### src/rtl/ibex_fp_pkg.sv
// ============================================================================
// Module : ibex_fp_pkg
// Brief  : Shared FP register-file types and constants.
// Rev    : 1.0
// ============================================================================
`default_nettype none

package ibex_fp_pkg;

  localparam int unsigned FP_NUM_REGS = 32;
  localparam int unsigned FP_FLEN_MAX = 64;

  localparam logic [31:0] FP_NANBOX_HI = 32'hFFFF_FFFF;

  typedef logic [4:0] fp_addr_t;

  typedef struct packed {
    logic                   we;
    fp_addr_t               addr;
    logic [FP_FLEN_MAX-1:0] data;
    logic                   single;
  } fp_wb_t;

endpackage

`default_nettype wire

### src/rtl/ibex_fp_scoreboard.sv
// ============================================================================
// Module : ibex_fp_scoreboard
// Brief  : Busy bits for FP destinations of in-flight ops (flush > set > clear).
// Rev    : 1.0
// ============================================================================
`default_nettype none

module ibex_fp_scoreboard
  import ibex_fp_pkg::*;
(
  input  logic                   clk_i,
  input  logic                   rst_ni,
  input  logic                   set,
  input  fp_addr_t               set_addr,
  input  logic [FP_NUM_REGS-1:0] clr_vec,
  input  logic                   flush,
  output logic [FP_NUM_REGS-1:0] busy_o
);

  logic [FP_NUM_REGS-1:0] r_busy;
  logic [FP_NUM_REGS-1:0] w_busy_nxt;

  // A set wins over a same-cycle write-back so a WAW reissue stays tracked.
  always_comb begin
    w_busy_nxt = r_busy & ~clr_vec;
    if (set) begin
      w_busy_nxt[set_addr] = 1'b1;
    end
    if (flush) begin
      w_busy_nxt = '0;
    end
  end

  always_ff @(posedge clk_i or negedge rst_ni) begin
    if (!rst_ni) begin
      r_busy <= '0;
    end else begin
      r_busy <= w_busy_nxt;
    end
  end

  assign busy_o = r_busy;

endmodule

`default_nettype wire

### src/rtl/ibex_fp_regfile_sb.sv
// ============================================================================
// Module : ibex_fp_regfile_sb
// Brief  : Flip-flop FP register file with write bypass, NaN-boxing and scoreboard.
// Rev    : 1.0
// ============================================================================
`default_nettype none

module ibex_fp_regfile_sb
  import ibex_fp_pkg::*;
#(
  parameter int unsigned          DataWidth     = 32,
  parameter int unsigned          NumReadPorts  = 3,
  parameter int unsigned          NumWritePorts = 2,
  parameter bit                   WriteBypass   = 1'b1,
  parameter bit                   NanBox        = 1'b1,
  parameter logic [DataWidth-1:0] ResetVal      = '0
) (
  input  logic                                     clk_i,
  input  logic                                     rst_ni,
  input  fp_addr_t [NumReadPorts-1:0]              raddr_i,
  output logic [NumReadPorts-1:0][DataWidth-1:0]   rdata_o,
  output logic [NumReadPorts-1:0]                  rbusy_o,
  input  logic                                     sb_set_i,
  input  fp_addr_t                                 sb_set_addr_i,
  input  logic                                     flush_i,
  input  logic [NumWritePorts-1:0]                 we_i,
  input  fp_addr_t [NumWritePorts-1:0]             waddr_i,
  input  logic [NumWritePorts-1:0][DataWidth-1:0]  wdata_i,
  input  logic [NumWritePorts-1:0]                 wsingle_i,
  output logic [FP_NUM_REGS-1:0]                   busy_o,
  output logic                                     err_o
);

  logic [DataWidth-1:0]                   r_regs [FP_NUM_REGS];
  logic                                   r_err;
  logic [NumWritePorts-1:0][DataWidth-1:0] w_wdata;
  logic [FP_NUM_REGS-1:0]                 w_clr_vec;
  logic [FP_NUM_REGS-1:0]                 w_busy;
  logic                                   w_conflict;

  for (genvar j = 0; j < NumWritePorts; j++) begin : g_wr
    if (NanBox && DataWidth == 64) begin : g_nanbox
      assign w_wdata[j] = wsingle_i[j] ? {FP_NANBOX_HI, wdata_i[j][31:0]} : wdata_i[j];
    end else begin : g_plain
      logic w_unused_single;
      assign w_unused_single = wsingle_i[j];
      assign w_wdata[j]      = wdata_i[j];
    end
  end

  // Ports are applied in ascending order so the highest index wins a collision.
  always_ff @(posedge clk_i or negedge rst_ni) begin
    if (!rst_ni) begin
      for (int r = 0; r < FP_NUM_REGS; r++) begin
        r_regs[r] <= ResetVal;
      end
    end else begin
      for (int j = 0; j < NumWritePorts; j++) begin
        if (we_i[j]) begin
          r_regs[waddr_i[j]] <= w_wdata[j];
        end
      end
    end
  end

  always_comb begin
    w_conflict = 1'b0;
    for (int i = 0; i < NumWritePorts; i++) begin
      for (int j = i + 1; j < NumWritePorts; j++) begin
        if (we_i[i] && we_i[j] && (waddr_i[i] == waddr_i[j])) begin
          w_conflict = 1'b1;
        end
      end
    end
  end

  always_ff @(posedge clk_i or negedge rst_ni) begin
    if (!rst_ni) begin
      r_err <= 1'b0;
    end else begin
      r_err <= w_conflict;
    end
  end

  assign err_o = r_err;

  always_comb begin
    w_clr_vec = '0;
    for (int j = 0; j < NumWritePorts; j++) begin
      if (we_i[j]) begin
        w_clr_vec[waddr_i[j]] = 1'b1;
      end
    end
  end

  ibex_fp_scoreboard u_scoreboard (
    .clk_i    (clk_i),
    .rst_ni   (rst_ni),
    .set      (sb_set_i),
    .set_addr (sb_set_addr_i),
    .clr_vec  (w_clr_vec),
    .flush    (flush_i),
    .busy_o   (w_busy)
  );

  assign busy_o = w_busy;

  for (genvar k = 0; k < NumReadPorts; k++) begin : g_rd
    logic [DataWidth-1:0] w_data;
    logic                 w_hit;

    always_comb begin
      w_data = r_regs[raddr_i[k]];
      w_hit  = 1'b0;
      if (WriteBypass) begin
        for (int j = 0; j < NumWritePorts; j++) begin
          if (we_i[j] && (waddr_i[j] == raddr_i[k])) begin
            w_data = w_wdata[j];
            w_hit  = 1'b1;
          end
        end
      end
    end

    // A result arriving this cycle already satisfies the hazard.
    assign rdata_o[k] = w_data;
    assign rbusy_o[k] = w_busy[raddr_i[k]] & ~w_hit;
  end

  a_data_width : assert property (@(posedge clk_i) (DataWidth == 32) || (DataWidth == 64));
  a_num_wports : assert property (@(posedge clk_i) NumWritePorts >= 1);
  a_we_known   : assert property (@(posedge clk_i) disable iff (!rst_ni) !$isunknown(we_i));

endmodule

`default_nettype wire

### config.mk
export PLATFORM = sky130hd
export DESIGN_NAME = ibex_fp_regfile_sb
export DESIGN_NICKNAME = d
export VERILOG_FILES = /design/src/rtl/ibex_fp_pkg.sv /design/src/rtl/ibex_fp_scoreboard.sv /design/src/rtl/ibex_fp_regfile_sb.sv
export SDC_FILE = /design/constraint.sdc
export NUM_CORES = 2
export LEC_CHECK = 0
export ABC_CLOCK_PERIOD_IN_PS = 3660
export CAP_MARGIN = 20
export CORE_MARGIN = 1.5
export CORE_UTILIZATION = 40
export CTS_BUF_LIST = sky130_fd_sc_hd__clkbuf_16
export CTS_CLUSTER_SIZE = 30
export DETAILED_ROUTE_END_ITERATION = 7
export GPL_ROUTABILITY_DRIVEN = 0
export PLACE_DENSITY_LB_ADDON = 0.05
export SLEW_MARGIN = 20
export SYNTH_ARGS = -nofsm -noshare
export SYNTH_HDL_FRONTEND = slang
export SYNTH_SLANG_ARGS = --single-unit
### constraint.sdc
create_clock -name clk_i -period 3.66 [get_ports clk_i]
set_input_delay 0.366 -clock clk_i [delete_from_list [all_inputs] [get_ports clk_i]]
set_output_delay 0.366 -clock clk_i [all_outputs]
set_load 0.02 [all_outputs]
==> reports/results.ini <==
[floorplan]
die_w_um = 444.7
io_pins = 234
die_h_um = 444.7
rows = 161
start_util_pct = 40.39
die-area_um2 = 197700
core-area_um2 = 193200

[worst_setup_path]
crit_buf_inv = 6
startpoint_type = input port
path_class = in -> out
path_cells = clkdlybuf4s50_1 > buf_12 > nor2_4 > buf_12 > buf_4 > a22oi_1 > nand3_1 > and4_1 > o21ai_0 > buf_4 > buf_4
crit_arrival_ns = 3.40
cp.required_ns = 3.29
cp_common_cell = buf_4
slowest_delay_ns = 0.45
rrSetupSlack_ns = 2.45
critPathMaxFanout = 36
end_kind = primary output
path_delay_family = buffers and inverters
slowest_stage = clkdlybuf4s50_1

[logic_synthesis]
yosys.area_share.xor_xnor_pct = 0.4024
synth_top_family_by_area = multiplexers
netlist.top_cell.by_area = dfrtp_1
synthMuxAreaShare_pct = 30.32
ys_warn_count = 0
synth-adder-area-share_pct = 0
synth_top_area_share_pct = 33.90
synth_seq_cells = 1057
synth_edf_count = 0
synth-simple-area-share_pct = 11.77
synthFlopType = dfrtp_1
syn_nets = 8605
ys_async_sr_fraction_pct = 100.0
yosysSeqAreaShare_pct = 33.90
syn_area_per_cell_um2 = 9.177
netlist_instances = 8503
syn_area_um2 = 78030
synth_cell_types = 68
synth_compound_area_share_pct = 17.47
yosys-top-cells-area = dfrtp_1, mux2i_1, mux4_2, a21oi_1, a22oi_1

[run]
max-cap-violations = 0

[cells_and_area]
layout-drive-gt1-share_pct = 17.93
syn2layout_area_growth_pct = 17.26
nets = 8682
utilization_pct = 47.37

[power_and_ir_drop]
clock_power_share_pct = 29.2
comb_power_share_pct = 31.7
seqPwrFrac_pct = 39.1
power.total_mw = 46.49
p_per_area_nw_per_um2 = 508.0
vdd_drop_max_v = 0.0005260
p_switching_mw = 17.15
cellLeakagePower_nw = 39.65
switching_share_pct = 36.89
power.internal_mw = 29.34

[clock_tree]
cts_tree = built
cts-root-buf = clkbuf_16
cts.sinks = 1057
clk_latency_ns = 0.82
cts_made_buffers = 140
cts_buffer_depth = 3
htree_levels = 4
clk_pin_slew_ns = 0.06

[sta]
setup_slack_ns = -0.1076
hold_viol_final = 0
drv_slew = 0
fmax_mhz = 265.4
rsz0062_at_grt = false
fin_crit_ns = 3.768
setup_viol = 8
finalCritPeriodShare_pct = 102.9
fin_skew_ns = 0
tightest_slew_ns = 1.307
slew_headroom_pct = 12.51

[detailed_routing]
drt_iter0_markers = 12262
wl_per_cell_um = 39.61
drt-total-wl_um = 444500
vias_per_cell = 6.846
drtAntennaViolNets = 0
vias = 76831
dr.pass1.iters = 8
drc = 0

[global_route]
track_usage_pct = 43.81
grt_pass1_vias = 71851
grt_pass1_wl_um = 605300
antenna_found_initial = 25
grt_max_degree = 119
overflow = 0

[placement]
dp_hpwl_um = 294400
port_buffers = 231

[status]
violations = setup timing
outcome = finished with violations

[worst_hold_path]
hp-class = in -> async

worst paths after layout:
check / cells after the start / to / start
max: 11 / rdata_o[33] / raddr_i[7]
min in group clk_i: 4 / err_o$_DFF_PN0_ / waddr_i[1]
max reg2reg: 2 / u_scoreboard.busy_o[10]$_DFF_PN0_ / u_scoreboard.busy_o[10]$_DFF_PN0_
min reg2reg: 2 / r_regs[894]$_DFF_PN0_ / r_regs[894]$_DFF_PN0_
min: 2 / r_regs[874]$_DFF_PN0_ / rst_ni
max in group asynchronous: 3 / r_regs[402]$_DFF_PN0_ / rst_ni
power by group through the flow:
stage	clock network (mW)	logic [mW]	registers (mW)
final	13.6	14.7	18.2
after global routing	14.1	15.6	18.5
after CTS	13.7	14.4	17.9
after detailed placement	0	14.3	18.1
after global placement	0	14.1	18.0
after floorplan	0	9.43	16.9
cells in the final DEF, fill, tap and decap left out, drive strengths merged, types with 215 or more instances in the layout:
cell type / count
mux2i: 1555
a21oi: 1084
dfrtp: 1057
nor2: 847
buf: 812
nand2: 678
o21ai: 547
a22oi: 439
mux4: 335
nor3: 215
synth_stat cells (all sizes together) (8+ instances only):
library cell,number
mux2i,1555
a21oi,1084
dfrtp,1057
nor2,847
nand2,678
clkbuf,594
o21ai,547
a22oi,439
buf,425
mux4,335
nor3,215
nand3,176
nor2b,69
a211oi,54
and3,49
mux2,49
o41ai,42
and4,27
inv,24
xnor2,23
a221oi,22
o22a,22
nand3b,18
a2111oi,17
a22o,17
a32oi,15
o2bb2ai,13
xor2,12
nor3b,10
a41oi,9
and2,8
timing repair:
action,CTS,global route
hold endpoints to repair,194,0
gates cloned,0,1
resized for setup,29,18
setup endpoints to repair,33,24
hold buffers,1,0
pin swaps,0,3
buffers inserted,6,5
layer usage:
metal  vias to the layer above  wire (um)  global-route usage [%]  part of all wire, %
met5                         -        225                  0.3419                0.051
met3                      1342      52740                   13.20                   12
li1                      31281          -                       -                    -
met2                      5574     183000                   61.96                   41
met4                        20      34960                   28.74                  7.9
met1                     38614     173600                   57.67                   39
registers in the layout, indices dropped and copies added, names as in the netlist:
| register | cells |
|---|---|
| err_o | 1 |
| r_regs | 1024 |
| u_scoreboard.busy_o | 32 |
cells by family (layout without fill, tap and decap cells):
group | Yosys count | count (layout)
simple gates | 2123 | 2123
flops | 1057 | 1057
other cells | 0 | 9
mux | 1939 | 1939
xor+xnor | 35 | 35
compound gates | 2300 | 2300
buf+inv | 1049 | 1234
through the flow:
| step | hold slack [ns] | worst slack (ns) | cells | area (um^2) | setup TNS, ns |
|---|---|---|---|---|---|
| after global placement | 0.3409 | -0.5896 | 10950 | 86770 | -4.909 |
| final | 0.1057 | -0.1076 | 11223 | 91510 | -0.3104 |
| after floorplan | 0.07041 | 1.001 | 8503 | 78030 | 0 |
| after CTS | 0.06800 | 0.0007350 | 11208 | 91350 | 0 |
| after detailed placement | 0.3406 | -0.4202 | 10951 | 86790 | -4.746 |
| after global routing | 0.1020 | 0.0008180 | 11216 | 91490 | 0 |
worst reg2reg max path, stage by stage, from the launching register on:
cell and delay, ns:
dfrtp_1 0.74, o211ai_1 0.18, a21oi_1 0.21
cell type report:
| class | instances | area [um^2] |
|---|---|---|
| diodes | 9 | 22.52 |
| clock buffers | 146 | 3654 |
| inverters | 30 | 112.6 |
| multi-input cells | 6397 | 47610 |
| fillers | 18361 | 101700 |
| repair buffers | 954 | 9832 |
| well taps | 2526 | 3161 |
| clock inverters | 104 | 665.6 |
| flip-flops and latches | 1057 | 26450 |
Note: power is estimated with default switching activity, not from simulation.
